**src/rtl/rf_wb_arbiter.sv**
```systemverilog
// Register-file write-port arbiter between pipeline writeback and a long-latency unit,
// with a pending-write scoreboard. Define RF_WB_STARVE_GUARD_EN to enable forced grants.
module rf_wb_arbiter #(
    parameter int unsigned DATA_W     = 32,
    parameter int unsigned STARVE_MAX = 4
) (
    input  logic              clk,
    input  logic              rst_n,
    input  logic              pipe_wb_valid,
    input  logic [4:0]        pipe_wb_rd,
    input  logic [DATA_W-1:0] pipe_wb_data,
    input  logic              ll_valid,
    input  logic [4:0]        ll_rd,
    input  logic [DATA_W-1:0] ll_data,
    output logic              ll_ready,
    output logic              stall_pipe,
    input  logic              iss_valid,
    input  logic              iss_ll,
    input  logic [4:0]        iss_rd,
    input  logic [4:0]        src_a,
    input  logic [4:0]        src_b,
    output logic              busy_a,
    output logic              busy_b,
    output logic              busy_d,
    output logic              rf_load,
    output logic [4:0]        rf_dest,
    output logic [DATA_W-1:0] rf_data
);

    localparam int unsigned CNT_W = 4;
    localparam int unsigned NREG  = 32;

    typedef enum logic [1:0] {ST_IDLE, ST_WAIT, ST_FORCE} state_t;

    state_t          state;
    logic            pipe_eff_c;
    logic            pipe_grant_c;
    logic            force_c;
    logic            blocked_c;
    logic            go_force_c;
    logic [NREG-1:0] pending;
    logic [NREG-1:0] pending_nxt_c;

    // Grant: effective pipeline write wins unless a forced grant is in progress
    assign pipe_eff_c   = pipe_wb_valid && (pipe_wb_rd != 5'd0);
    assign ll_ready     = rst_n && ll_valid && (force_c || !pipe_eff_c);
    assign pipe_grant_c = pipe_eff_c && !force_c;
    assign blocked_c    = ll_valid && !ll_ready;

`ifdef RF_WB_STARVE_GUARD_EN
    logic [CNT_W-1:0] wait_cnt;
    logic             thresh_c;

    assign force_c    = (state == ST_FORCE);
    assign thresh_c   = (wait_cnt >= CNT_W'(STARVE_MAX - 1));
    assign go_force_c = blocked_c && thresh_c;

    // Consecutive blocked cycles; saturates rather than wrapping
    always_ff @(posedge clk or negedge rst_n) begin
        if (!rst_n) begin
            wait_cnt   <= '0;
            stall_pipe <= 1'b0;
        end else begin
            if (!blocked_c)
                wait_cnt <= '0;
            else if (wait_cnt != '1)
                wait_cnt <= wait_cnt + CNT_W'(1);
            stall_pipe <= go_force_c;
        end
    end
`else
    assign force_c    = 1'b0;
    assign go_force_c = 1'b0;
    assign stall_pipe = 1'b0;
`endif

    always_ff @(posedge clk or negedge rst_n) begin
        if (!rst_n) begin
            state <= ST_IDLE;
        end else begin
            case (state)
                ST_IDLE, ST_WAIT: begin
                    if (go_force_c)
                        state <= ST_FORCE;
                    else if (blocked_c)
                        state <= ST_WAIT;
                    else
                        state <= ST_IDLE;
                end
                default: state <= ST_IDLE;
            endcase
        end
    end

    // Registered regfile write; x0 long-latency results are accepted but not written
    always_ff @(posedge clk or negedge rst_n) begin
        if (!rst_n) begin
            rf_load <= 1'b0;
            rf_dest <= '0;
            rf_data <= '0;
        end else if (pipe_grant_c) begin
            rf_load <= 1'b1;
            rf_dest <= pipe_wb_rd;
            rf_data <= pipe_wb_data;
        end else if (ll_ready && (ll_rd != 5'd0)) begin
            rf_load <= 1'b1;
            rf_dest <= ll_rd;
            rf_data <= ll_data;
        end else begin
            rf_load <= 1'b0;
        end
    end

    // Scoreboard update: a new issue to the same register overrides the retiring clear
    always_comb begin
        pending_nxt_c = pending;
        if (ll_ready)
            pending_nxt_c[ll_rd] = 1'b0;
        if (iss_valid && iss_ll && (iss_rd != 5'd0))
            pending_nxt_c[iss_rd] = 1'b1;
        pending_nxt_c[0] = 1'b0;
    end

    always_ff @(posedge clk or negedge rst_n) begin
        if (!rst_n)
            pending <= '0;
        else
            pending <= pending_nxt_c;
    end

    assign busy_a = pending[src_a];
    assign busy_b = pending[src_b];
    assign busy_d = pending[iss_rd];

endmodule

```
**config.mk**
```make
export PLATFORM = sky130hd
export DESIGN_NAME = rf_wb_arbiter
export DESIGN_NICKNAME = d
export VERILOG_FILES = /design/src/rtl/rf_wb_arbiter.sv
export SDC_FILE = /design/constraint.sdc
export NUM_CORES = 1
export LEC_CHECK = 0
export ABC_AREA = 0
export CORE_MARGIN = 4
export CORE_UTILIZATION = 42
export CTS_CLUSTER_SIZE = 8
export DETAILED_ROUTE_END_ITERATION = 10
export PLACE_DENSITY = 0.78
export SYNTH_ARGS = -nofsm -noshare
export SYNTH_HDL_FRONTEND = slang
export SYNTH_SLANG_ARGS = --single-unit
```
**constraint.sdc**
```tcl
create_clock -name clk -period 1.8 [get_ports clk]
set_clock_uncertainty 0.05 [all_clocks]
set_input_delay 0.27 -clock clk [delete_from_list [all_inputs] [get_ports clk]]
set_output_delay 0.27 -clock clk [all_outputs]
set_load 0.02 [all_outputs]
```
; Yosys cells after proc, flatten, opt, wreduce, memory -nomap -nowiden
; Cells that the tools add are included.
[totals]
out_inout_bits = 43
wordCells = 44
reg_bits = 69
inputBits = 95
[classes]
bitwise = 3
magnitude_cmp = 6
n_reduce_logical = 13
muxes = 18
[ops]
columns = op, count
row1 = 2-to-1 mux 32 bit, 4
row2 = bitwise AND 32 bit, 1
row3 = NOT 32 bit, 1
row4 = OR 32 bit, 1
row5 = "< comparator 5 x 6 -> 1 bit, second input constant", 4
row6 = binary-select mux 1 bit (select 5 bit), 3
row7 = nonzero test 5 bit, 3
row8 = demux 1 bit (select 5 bit), 2
row9 = "greater-or-equal comparator 5 x 1 -> 1 bit, second input constant", 2
row10 = 2-to-1 mux 5 bit, 2
row11 = logical AND 1 bit, 8
row12 = 2-to-1 mux 1 bit, 7
row13 = nonzero test 2 bit, 1
row14 = logical NOT 1 bit, 1

; Longest topological paths before layout
[logic_depth]
word_depth = 9
depth_mapped = 7
mapped_depth_nobuf = 4

; Worst setup path before layout
; Ideal clock, no wire load.
[synth_path]
path_type = input to output
from = in pipe_wb_rd[1]
to = out ll_ready
required_ns = 1.480
arrival_time_ns = 1.777
path_buffers = 3
slack_ns = -0.297
cell_stages = 6
cell_sequence = or4_1 > o21a_1 > buf_2 > buf_2 > clkbuf_1 > nor2_1
[synth_between]
elab_chain_len = 4
[synth_lines]
columns = element, line
row1 = "start, declared", 10  ; input logic [4:0] pipe_wb_rd,
row2 = nonzero test 5 bit, 45  ; assign pipe_eff_c = pipe_wb_valid && (pipe_wb_rd != 5'd0);
row3 = logical AND 1 bit, 45
row4 = logical NOT 1 bit, 46  ; assign ll_ready = rst_n && ll_valid && (force_c || !pipe_eff_c);
row5 = logical AND 1 bit, 46
row6 = "end, declared", 15  ; output logic ll_ready,
; Every way passes these cells.

; Worst setup path after layout
[layout_path]
from = reg pending[15]
to = out busy_d
[layout_between]
elab_chain_len = 2
[layout_lines]
columns = element, line
row1 = "start, declared", 41  ; logic [NREG-1:0] pending;
row2 = "start signal, assigned", 128  ; pending <= pending_nxt_c;
row3 = binary-select mux 1 bit (select 5 bit), 133  ; assign busy_d = pending[iss_rd];
row4 = 2-to-1 mux 1 bit (not written as such), 133
row5 = "end, declared", 24  ; output logic busy_d,
; Every way passes these cells. The select of a mux whose other input is x is not followed.

==> metrics.csv <==
metric,value,unit
outcome,"complete, but fails checks",
violations,setup timing,
port_buffers,136,
p_seq_frac,0.367,
via_per_inst,5.84,
sw_frac_of_total,0.313,
synth_cells,431,
antennaDiodeCount,0,
synth_seq_cells,69,
finalInstanceArea,6760,µm²
crit_path_end_kind,primary output,
seq_area_frac_synth,0.426,
power,5340,µW
hold_viol_final,0,
cts_root_buf,clkbuf_8,
crit_chain,"mux4_2, nor2b_1, or4_4, buf_6",
grt_usage,0.269,
netlist.area_leader.share,0.426,
crit_type,reg -> out,
async_flop_share,1.00,
grt_setup_unrepaired,true,
area_growth,66.7,%
synth_nets,526,
antenna_found_initial,0,
start_util,0.435,
cts_tree,yes,
synthFlopType,dfrtp_1,
fp.dieW,106,µm
hpwl,11100,µm
core,9330,µm²
insertion_delay,0.34,ns
slowest_stage,or4_4,
dr.pass1.iters,5,
finalWirelength,14900,µm
yosysWarnings,0,
tns,-1.37,ns
rows,35,
cts_buffers,9,
yosys.area.top_type,dfrtp_1,
cts_num_sinks,69,
finalCriticalPeriod,2.41,ns
yosysMostFrequentCell,nand2_1,
die-area,11300,µm²
cts_buffer_depth,2,
setup_viol,3,
post-route-period-util,1.34,
grt_pass1_wl,23900,µm
h-tree-depth,3,
place_area,6410,µm²
synth_cell_types,37,
power_switching,1670,µW
first_iter_violations,283,
leakagePower,0.00274,µW
drc,0,
comb_power_share,0.389,
post-place-ws,-1.26,ns
cap_viol_max_count,0,
yosys-top-cells-area,"dfrtp_1, mux4_2, nand2_1, o41ai_1, a31oi_1",
pin_count,138,
wl_per_cell,19.5,µm
cp_max_fo,2,
clk_pin_slew,0.07,ns
worstMarginPinSlew,0.900,ns
fin_ws,-0.612,ns
num-nets-final,726,
start_kind,flip-flop,
stdcell_count,763,
peakVddDrop,0.528,mV
grt_pass1_vias,4530,
avgSynthCellArea,9.41,µm²
hp-class,in -> async,
via_count,4454,
r2r_start,pending[21]$_DFF_PN0_,
overflow,0,
relSlewSlack,0.400,
dp_cells,745,
p_per_area,790,nW/µm²
cpPeakStageDelay,0.54,ns
critPathRequiredTime,1.48,ns
drive_above_1_share,0.289,
ant_nets,0,
arrival,2.09,ns
power.share.clock,0.244,
finalMaxSlewViolations,0,
grt_max_degree,70,
fmax,415,MHz
die_h,106,µm
gp_congestion,0.938,
crit_path_start,pending[15]$_DFF_PN0_,
p_int,3670,µW
synth-edff-count,0,
netlist_area,4060,µm²
yosys-top-cells-count,"nand2_1, dfrtp_1, a31oi_1, nor3_1, o21ai_0",
## sequential cells by signal, indices dropped and copies added (netlist names)
name	count
pending	31
rf_data	32
rf_dest	5
rf_load	1
## logic make-up after synthesis
kind of cell	share of synthesized area
other	0.000924
AOI/OAI and AO/OA	0.202
buffers and inverters	0.0469
and+or+nand+nor	0.203
muxes	0.122
DFF	0.426
## timing repair
action	in CTS	in global routing
gates cloned	1	0
setup buffers	3	4
gates resized for setup	55	15
hold buffers	0	0
pin swaps	5	6
endpoints found under the setup margin	73	20
## power groups by stage
| stage | Combinational, µW | Sequential [µW] | Clock, µW |
|---|---|---|---|
| 6_report | 2080 | 1960 | 1310 |
| 5_1_grt | 2210 | 1980 | 1400 |
| 4_1_cts | 2050 | 1950 | 1330 |
| 3_5_place_dp | 1990 | 1970 | 0 |
| 3_3_place_gp | 1940 | 1960 | 0 |
| 2_1_floorplan | 808 | 2130 | 0 |
## layout by cell type (no fill, tap or decap), types with 2 or more instances in the layout
cell type,Yosys,routed
clkdlybuf4s50_1,0,122
buf_4,1,76
nand2_1,73,73
dfrtp_1,69,69
o21ai_1,1,31
nor3_1,32,31
o41ai_2,0,29
a31oi_1,32,29
mux2i_1,19,19
buf_6,3,14
mux4_2,13,13
clkbuf_8,0,12
nand3b_1,11,11
nand3_1,11,10
nand2b_1,11,9
nor2_1,8,7
nor2b_1,6,6
a21oi_1,6,6
buf_12,0,6
o221a_4,0,5
nand4_1,4,4
or3b_2,4,4
a22oi_1,4,4
a31oi_2,0,3
buf_2,8,3
or4_4,0,2
or3_1,3,2
o41ai_1,31,2
inv_1,2,2
a211oi_1,2,2
o211ai_1,2,2
nand2b_4,0,2
dlymetal6s2s_1,0,2
dlygate4sd2_1,0,2
## per-stage QoR
step,hold slack [ns],utilization
3_3_place_gp,0.490,0.687
6_report,0.0996,0.725
5_1_grt,0.231,0.725
2_1_floorplan,-0.0756,-
4_1_cts,0.156,0.719
3_5_place_dp,0.499,0.687
## area by class of cell
type | count | area [µm²]
clock buffer | 13 | 169
clock inverter | 1 | 30.0
timing repair buffer | 228 | 2180
inverter | 2 | 7.51
sequential | 69 | 1730
fill | 646 | 2570
multi-input combinational | 321 | 2480
tap | 129 | 161
## worst max-delay path: cells and delay by family, from the launching register on
family | cells | cell delay (ns)
buffers and inverters | 1 | 0.15
AND/OR/NAND/NOR | 2 | 0.69
flip-flops | 1 | 0.42
multiplexers | 1 | 0.49
## routing by layer
metal,vias up,track usage,wire length (µm)
met5,-,0,0
li1,2035,-,-
met1,2198,0.335,5890
met3,42,0.0559,846
met4,0,0.113,504
met2,179,0.454,7650
## path summary, 6_finish.rpt
path | end | slack, ns | cells past startpoint
worst min register to register | rf_data[25]$_DFFE_PN0P_ | 0.51 | 2
max in group asynchronous | pending[22]$_DFF_PN0_ | 0.98 | 2
min in group clk | rf_dest[1]$_DFFE_PN0P_ | 0.25 | 3
worst min-delay path | rf_data[20]$_DFFE_PN0P_ | 0.1 | 2
worst max register to register | pending[21]$_DFF_PN0_ | 0.82 | 4
worst max-delay path | busy_d | -0.61 | 4
No activity file was read; power rests on OpenSTA's default activity.
